==> src/rtl/mem_port_arbiter.sv <==
// Arbitrates the single data-memory port between loads and store-buffer drain; grant and memory drive are combinational, load data returns 1 cycle later.
// Losers see ready low and hold their request; NORMAL favours loads, URGENT/DRAIN favour stores, a starved store is forced through.
module mem_port_arbiter #(
    parameter int HIGH_WATER   = 6,
    parameter int LOW_WATER    = 2,
    parameter int STARVE_LIMIT = 4
) (
    input  logic        clk,
    input  logic        rst_n,
    input  logic        flush,
    input  logic        ld_req_valid,
    input  logic [15:0] ld_req_addr,
    output logic        ld_req_ready,
    output logic        ld_resp_valid,
    output logic [15:0] ld_resp_data,
    input  logic        st_valid,
    input  logic [15:0] st_addr,
    input  logic [15:0] st_data,
    output logic        st_ready,
    input  logic [3:0]  st_occupancy,
    input  logic        drain_req,
    output logic        drain_done,
    output logic        mem_en,
    output logic        mem_we,
    output logic [15:0] mem_addr,
    output logic [15:0] mem_wdata,
    input  logic [15:0] mem_rdata
);

    localparam logic [1:0] S_NORMAL = 2'd0;
    localparam logic [1:0] S_URGENT = 2'd1;
    localparam logic [1:0] S_DRAIN  = 2'd2;

    localparam logic [3:0] HI_MARK   = 4'(HIGH_WATER);
    localparam logic [3:0] LO_MARK   = 4'(LOW_WATER);
    localparam logic [2:0] STARVE_AT = 3'(STARVE_LIMIT);
    localparam logic [2:0] STARVE_MAX = 3'h7;

    logic [1:0]  state;
    logic [1:0]  state_nxt;
    logic [2:0]  starve_cnt;
    logic [2:0]  starve_nxt;
    logic        resp_flag;
    logic        done_reg;
    logic        done_nxt;

    logic        ld_ok;
    logic        starved;
    logic        ld_gnt;
    logic        st_gnt;

    // A flush only blocks new loads; stores are committed and must still drain.
    assign ld_ok   = ld_req_valid && !flush;
    assign starved = (starve_cnt == STARVE_AT);

    always_comb begin
        ld_gnt = 1'b0;
        st_gnt = 1'b0;
        case (state)
            S_NORMAL: begin
                if (starved && st_valid) begin
                    st_gnt = 1'b1;
                end else if (ld_ok) begin
                    ld_gnt = 1'b1;
                end else if (st_valid) begin
                    st_gnt = 1'b1;
                end
            end
            S_URGENT: begin
                if (st_valid) begin
                    st_gnt = 1'b1;
                end else if (ld_ok) begin
                    ld_gnt = 1'b1;
                end
            end
            S_DRAIN: begin
                st_gnt = st_valid;
            end
            default: begin
                ld_gnt = 1'b0;
                st_gnt = 1'b0;
            end
        endcase
    end

    assign ld_req_ready = ld_gnt;
    assign st_ready     = st_gnt;

    always_comb begin
        mem_en    = 1'b0;
        mem_we    = 1'b0;
        mem_addr  = 16'h0000;
        mem_wdata = 16'h0000;
        if (st_gnt) begin
            mem_en    = 1'b1;
            mem_we    = 1'b1;
            mem_addr  = st_addr;
            mem_wdata = st_data;
        end else if (ld_gnt) begin
            mem_en    = 1'b1;
            mem_addr  = ld_req_addr;
        end
    end

    // Counter keeps running in every state but is only consulted in NORMAL.
    always_comb begin
        starve_nxt = starve_cnt;
        if (!st_valid || st_gnt) begin
            starve_nxt = 3'h0;
        end else if (ld_gnt && (starve_cnt != STARVE_MAX)) begin
            starve_nxt = starve_cnt + 3'h1;
        end
    end

    // Occupancy is sampled before any pop in the same cycle.
    always_comb begin
        state_nxt = state;
        done_nxt  = 1'b0;
        if (drain_req && (state != S_DRAIN)) begin
            state_nxt = S_DRAIN;
        end else begin
            case (state)
                S_DRAIN: begin
                    if ((st_occupancy == 4'h0) && !st_valid) begin
                        state_nxt = S_NORMAL;
                        done_nxt  = 1'b1;
                    end
                end
                S_NORMAL: begin
                    if (st_occupancy >= HI_MARK) begin
                        state_nxt = S_URGENT;
                    end
                end
                S_URGENT: begin
                    if (st_occupancy <= LO_MARK) begin
                        state_nxt = S_NORMAL;
                    end
                end
                default: begin
                    state_nxt = S_NORMAL;
                end
            endcase
        end
    end

    always_ff @(posedge clk) begin
        if (!rst_n) begin
            state      <= S_NORMAL;
            starve_cnt <= 3'h0;
            resp_flag  <= 1'b0;
            done_reg   <= 1'b0;
        end else begin
            state      <= state_nxt;
            starve_cnt <= starve_nxt;
            resp_flag  <= ld_gnt;
            done_reg   <= done_nxt;
        end
    end

    assign ld_resp_valid = resp_flag && !flush;
    assign ld_resp_data  = mem_rdata;
    assign drain_done    = done_reg;

endmodule

==> config.mk <==
export PLATFORM = sky130hd
export DESIGN_NAME = mem_port_arbiter
export DESIGN_NICKNAME = d
export VERILOG_FILES = /design/src/rtl/mem_port_arbiter.sv
export SDC_FILE = /design/constraint.sdc
export NUM_CORES = 1
export LEC_CHECK = 0
export CORE_MARGIN = 2
export CORE_UTILIZATION = 40
export DETAILED_ROUTE_END_ITERATION = 8
export DONT_BUFFER_PORTS = 1
export PLACE_DENSITY = 0.58
export SLEW_MARGIN = 20
export SYNTH_ARGS = -nofsm -noshare
export SYNTH_HDL_FRONTEND = slang
export SYNTH_SLANG_ARGS = --single-unit
==> constraint.sdc <==
create_clock -name clk -period 2 [get_ports clk]
set_input_delay 0.4 -clock clk [delete_from_list [all_inputs] [get_ports clk]]
set_output_delay 0.4 -clock clk [all_outputs]
set_load 0.05 [all_outputs]
==> summary.md <==
| Metric | Value |
|---|---|
| Outcome | `complete, but fails checks` |
| Failing checks | `negative setup slack` |
| Min Tclk post-route | `2.28 ns` |
| H-tree lvl count | `1` |
| NetSw | `708 uW` |
| Final Cycle Share | `114%` |
| Final Non-Filler Cells | `about 190` |
| Drt pass-1 iters | `4` |
| Seq cells post-synth | `7` |
| Initial antenna violation count | `0` |
| Total negative slack | `-8.15 ns` |
| Post-Synthesis Cells | `approximately 140` |
| Final worst setup slack | `-0.279 ns` |
| Die extent in y | `54.6 microns` |
| CP Data Required Time | `1.60 ns` |
| Vias per cell | `5.26` |
| Final Util | `82.1%` |
| Total I/O pin count | `128` |
| Slew Viols, Final | `0` |
| Remaining DRCs | `0` |
| CTS sink count | `7` |
| Fmax | `439 MHz` |
| Hold WC Path Type | `primary input to flop` |
| Synthesized cell area | `0.00103 sq mm` |
| Area growth syn-to-layout | `96.3%` |
| Worst reg2reg startpoint | `starve_cnt[1]` |
| TritonCTS clock tree | `built` |
| Worst skew pair latency | `0.27 ns` |
| Routed Antenna Nets | `0` |
| Switching Share | `46.3%` |
| Unrepaired setup endpoints after global routing | `yes` |
| Fillers | `137` |
| Routed wire length | `3.42 mm` |
| Hold WS | `between 0.2 and 0.25 ns` |
| Number of max-cap violations | `0` |
| CP top delay family | `buffers and inverters` |
| Clock network fraction of total power | `9.1%` |
| First-pass GRT wire length | `around 4.4 mm` |
| Comb pwr share | `roughly four fifths` |
| Post-placement cell count | `178` |
| CP peak stage delay | `0.34 ns` |
| Total Nets Final | `246` |
| Crit Path Class | `flop to output port` |
| Sequential power share | `10.4%` |
| Port Buf Inserts | `0` |
| Gr ovfl total | `0` |
| CP startpoint kind | `flop` |
| Synth cell types | `27` |
| Horiz. Die Dim | `54.6 microns` |
| Synth Area per Inst | `7.38 sq um` |
| Slowest cell on crit path | `dfxtp_2` |
| Core area | `0.00245 sq mm` |
| Crit end category | `output port` |
| Area of the multi-input gates | `0.00102 sq mm` |
| CP Launch Point | `starve_cnt[1]` |
| ANT cells | `0` |
| Sequential-to-total area share from yosys stat | `13.7%` |
| Critical path buffer and inverter count | `3` |
| Post-DP HPWL | `around 2.6 mm` |
| Ys Warns | `0` |
| Mapped Nets | `220` |
| HP Start | `st_occupancy[0]` |
| PwrDens | `759 mW/mm^2` |
| Clock Skews | `around 0.013 ns` |
| WP data arrival | `~1.9 ns` |
| Drt wl/cell | `17.6 microns` |
| Initial Util | `a little over two fifths` |
| Register area | `~150 sq um` |
| Total GRT Usage | `20.7%` |
| Worst VDD drop | `0.000738 V` |
| Num rows | `18` |
| Share of post-route cells with drive strength above 1 | `between 60% and 70%` |
| Full die area | `0.00299 sq mm` |
| GPL Wtd Cong | `0.810` |
| Final count of hold timing violations | `0` |
| Leak | `0.902 nW` |
| Worst slack, placed | `-0.0574 ns` |
| Pint | `822 uW` |
| DR iter-0 viols | `7` |
| Worst Tran Pin Value | `0.474 ns` |
| Largest net degree at the start of global routing | `11` |
| Rel. slew slack | `between 60% and 70%` |
| Inserted Clock Buffers | `3` |
| CP cell instances | `inv_2 -> ha_4 -> and2_4 -> o21ai_4 -> a21oi_4 -> buf_6 -> bufbuf_16 -> or2_4` |
| Reg clk slew, reported paths | `0.06 ns` |
| # setup viols final | `36` |
| Clock Path Buffers | `2` |
| Vias in the first global route | `956` |
| CTS Hold Bufs | `0` |
| Crit path max fanout | `10` |
| CTS root buffer | `clkbuf_4` |
| Vias | `between 1,000 and 1,500` |
## layout by cell type, fill, tap and decap left out, types with 6 or more instances in the layout
| cell type | Yosys | layout |
|---|---|---|
| nand2_1 | 20 | 12 |
| and2_2 | 1 | 8 |
| mux2i_4 | 0 | 16 |
| buf_4 | 20 | 11 |
| and2_4 | 0 | 10 |
| buf_12 | 0 | 20 |
| inv_1 | 23 | 17 |
| nand2_4 | 0 | 8 |
| buf_6 | 0 | 6 |
## per-layer routing
layer | wire, microns | GRT usage [%]
met1 | 1020 | 18.6
met2 | 1960 | 40.9
met3 | 332 | 4.64
met4 | 105 | 12.1
met5 | 0 | 0
## power by group through the flow
stage | clock network, mW | registers, mW | logic (mW)
CTS | 0.140 | 0.157 | 1.18
floorplan | 0 | 0.160 | 0.838
finish | 0.139 | 0.159 | 1.23
detailed placement | 0 | 0.159 | 1.05
global route | 0.148 | 0.159 | 1.27
global placement | 0 | 0.158 | 1.04
## Yosys cell counts (all sizes together)
cell	number	area, sq um
clkbuf	1	3.75
nand3	1	5.00
mux2i	18	180
inv	23	86.3
o22ai	1	6.26
and2	19	120
o311a	1	11.3
or4	1	11.3
nand2	20	75.1
a2111o	1	11.3
nand2b	4	25.0
ha	7	87.6
o21ai	2	13.8
and3	1	7.51
nor2b	1	6.26
a211oi	1	20.0
nor3	4	20.0
o2111a	1	11.3
a21oi	1	5.00
a211o	1	8.76
buf	21	155
or2	1	6.26
xnor2	1	8.76
dfxtp	7	140
## cell families after synthesis
kind of cell               Yosys count  synth area share (%)
AOI/OAI and AO/OA                    9                  8.54
xor gates and xnor gates             1                 0.854
adders and majority gates            7                  8.54
buffers and inverters               45                  23.9
DFF                                  7                  13.7
muxes                               18                  17.6
and+or+nand+nor                     52                  27.0
## area by class of cell
class / count / share of cell area [%]
Inverter: 23 / 4.66
Multi-Input combinational cell: 87 / 50.4
Clock buffer: 4 / 1.30
Tap cell: 30 / 1.86
Timing Repair Buffer: 43 / 34.3
Sequential cell: 7 / 7.45
## stage by stage
step | total power [mW] | instance area (sq um)
2_1_floorplan | 0.998 | 1410
3_3_place_gp | 1.19 | 1730
3_5_place_dp | 1.21 | 1730
4_1_cts | 1.47 | 1920
5_1_grt | 1.58 | 2010
6_report | 1.53 | 2010
## flip-flops by register name (all words and copies together) (netlist names)
register    cells
starve_cnt      3
state           2
resp_flag       1
drain_done      1
## path summary, 6_finish.rpt
| kind | slack [ns] | cells past startpoint | end |
|---|---|---|---|
| worst min-delay path | 0.22 | 1 | drain_done |
| worst min register to register | 0.60 | 1 | state[0] |
| worst max register to register | 0.30 | 6 | starve_cnt[1] |
| worst max-delay path | -0.28 | 8 | mem_en |
## repair_timing
action / in CTS / in global routing
setup buffers: 5 / 3
cloned: 2 / 2
resized for setup: 22 / 5
hold endpoints to repair: 0 / 0
endpoints found under the setup margin: 36 / 36
pin swaps: 15 / 4
Note: power is estimated with default switching activity, not from simulation.
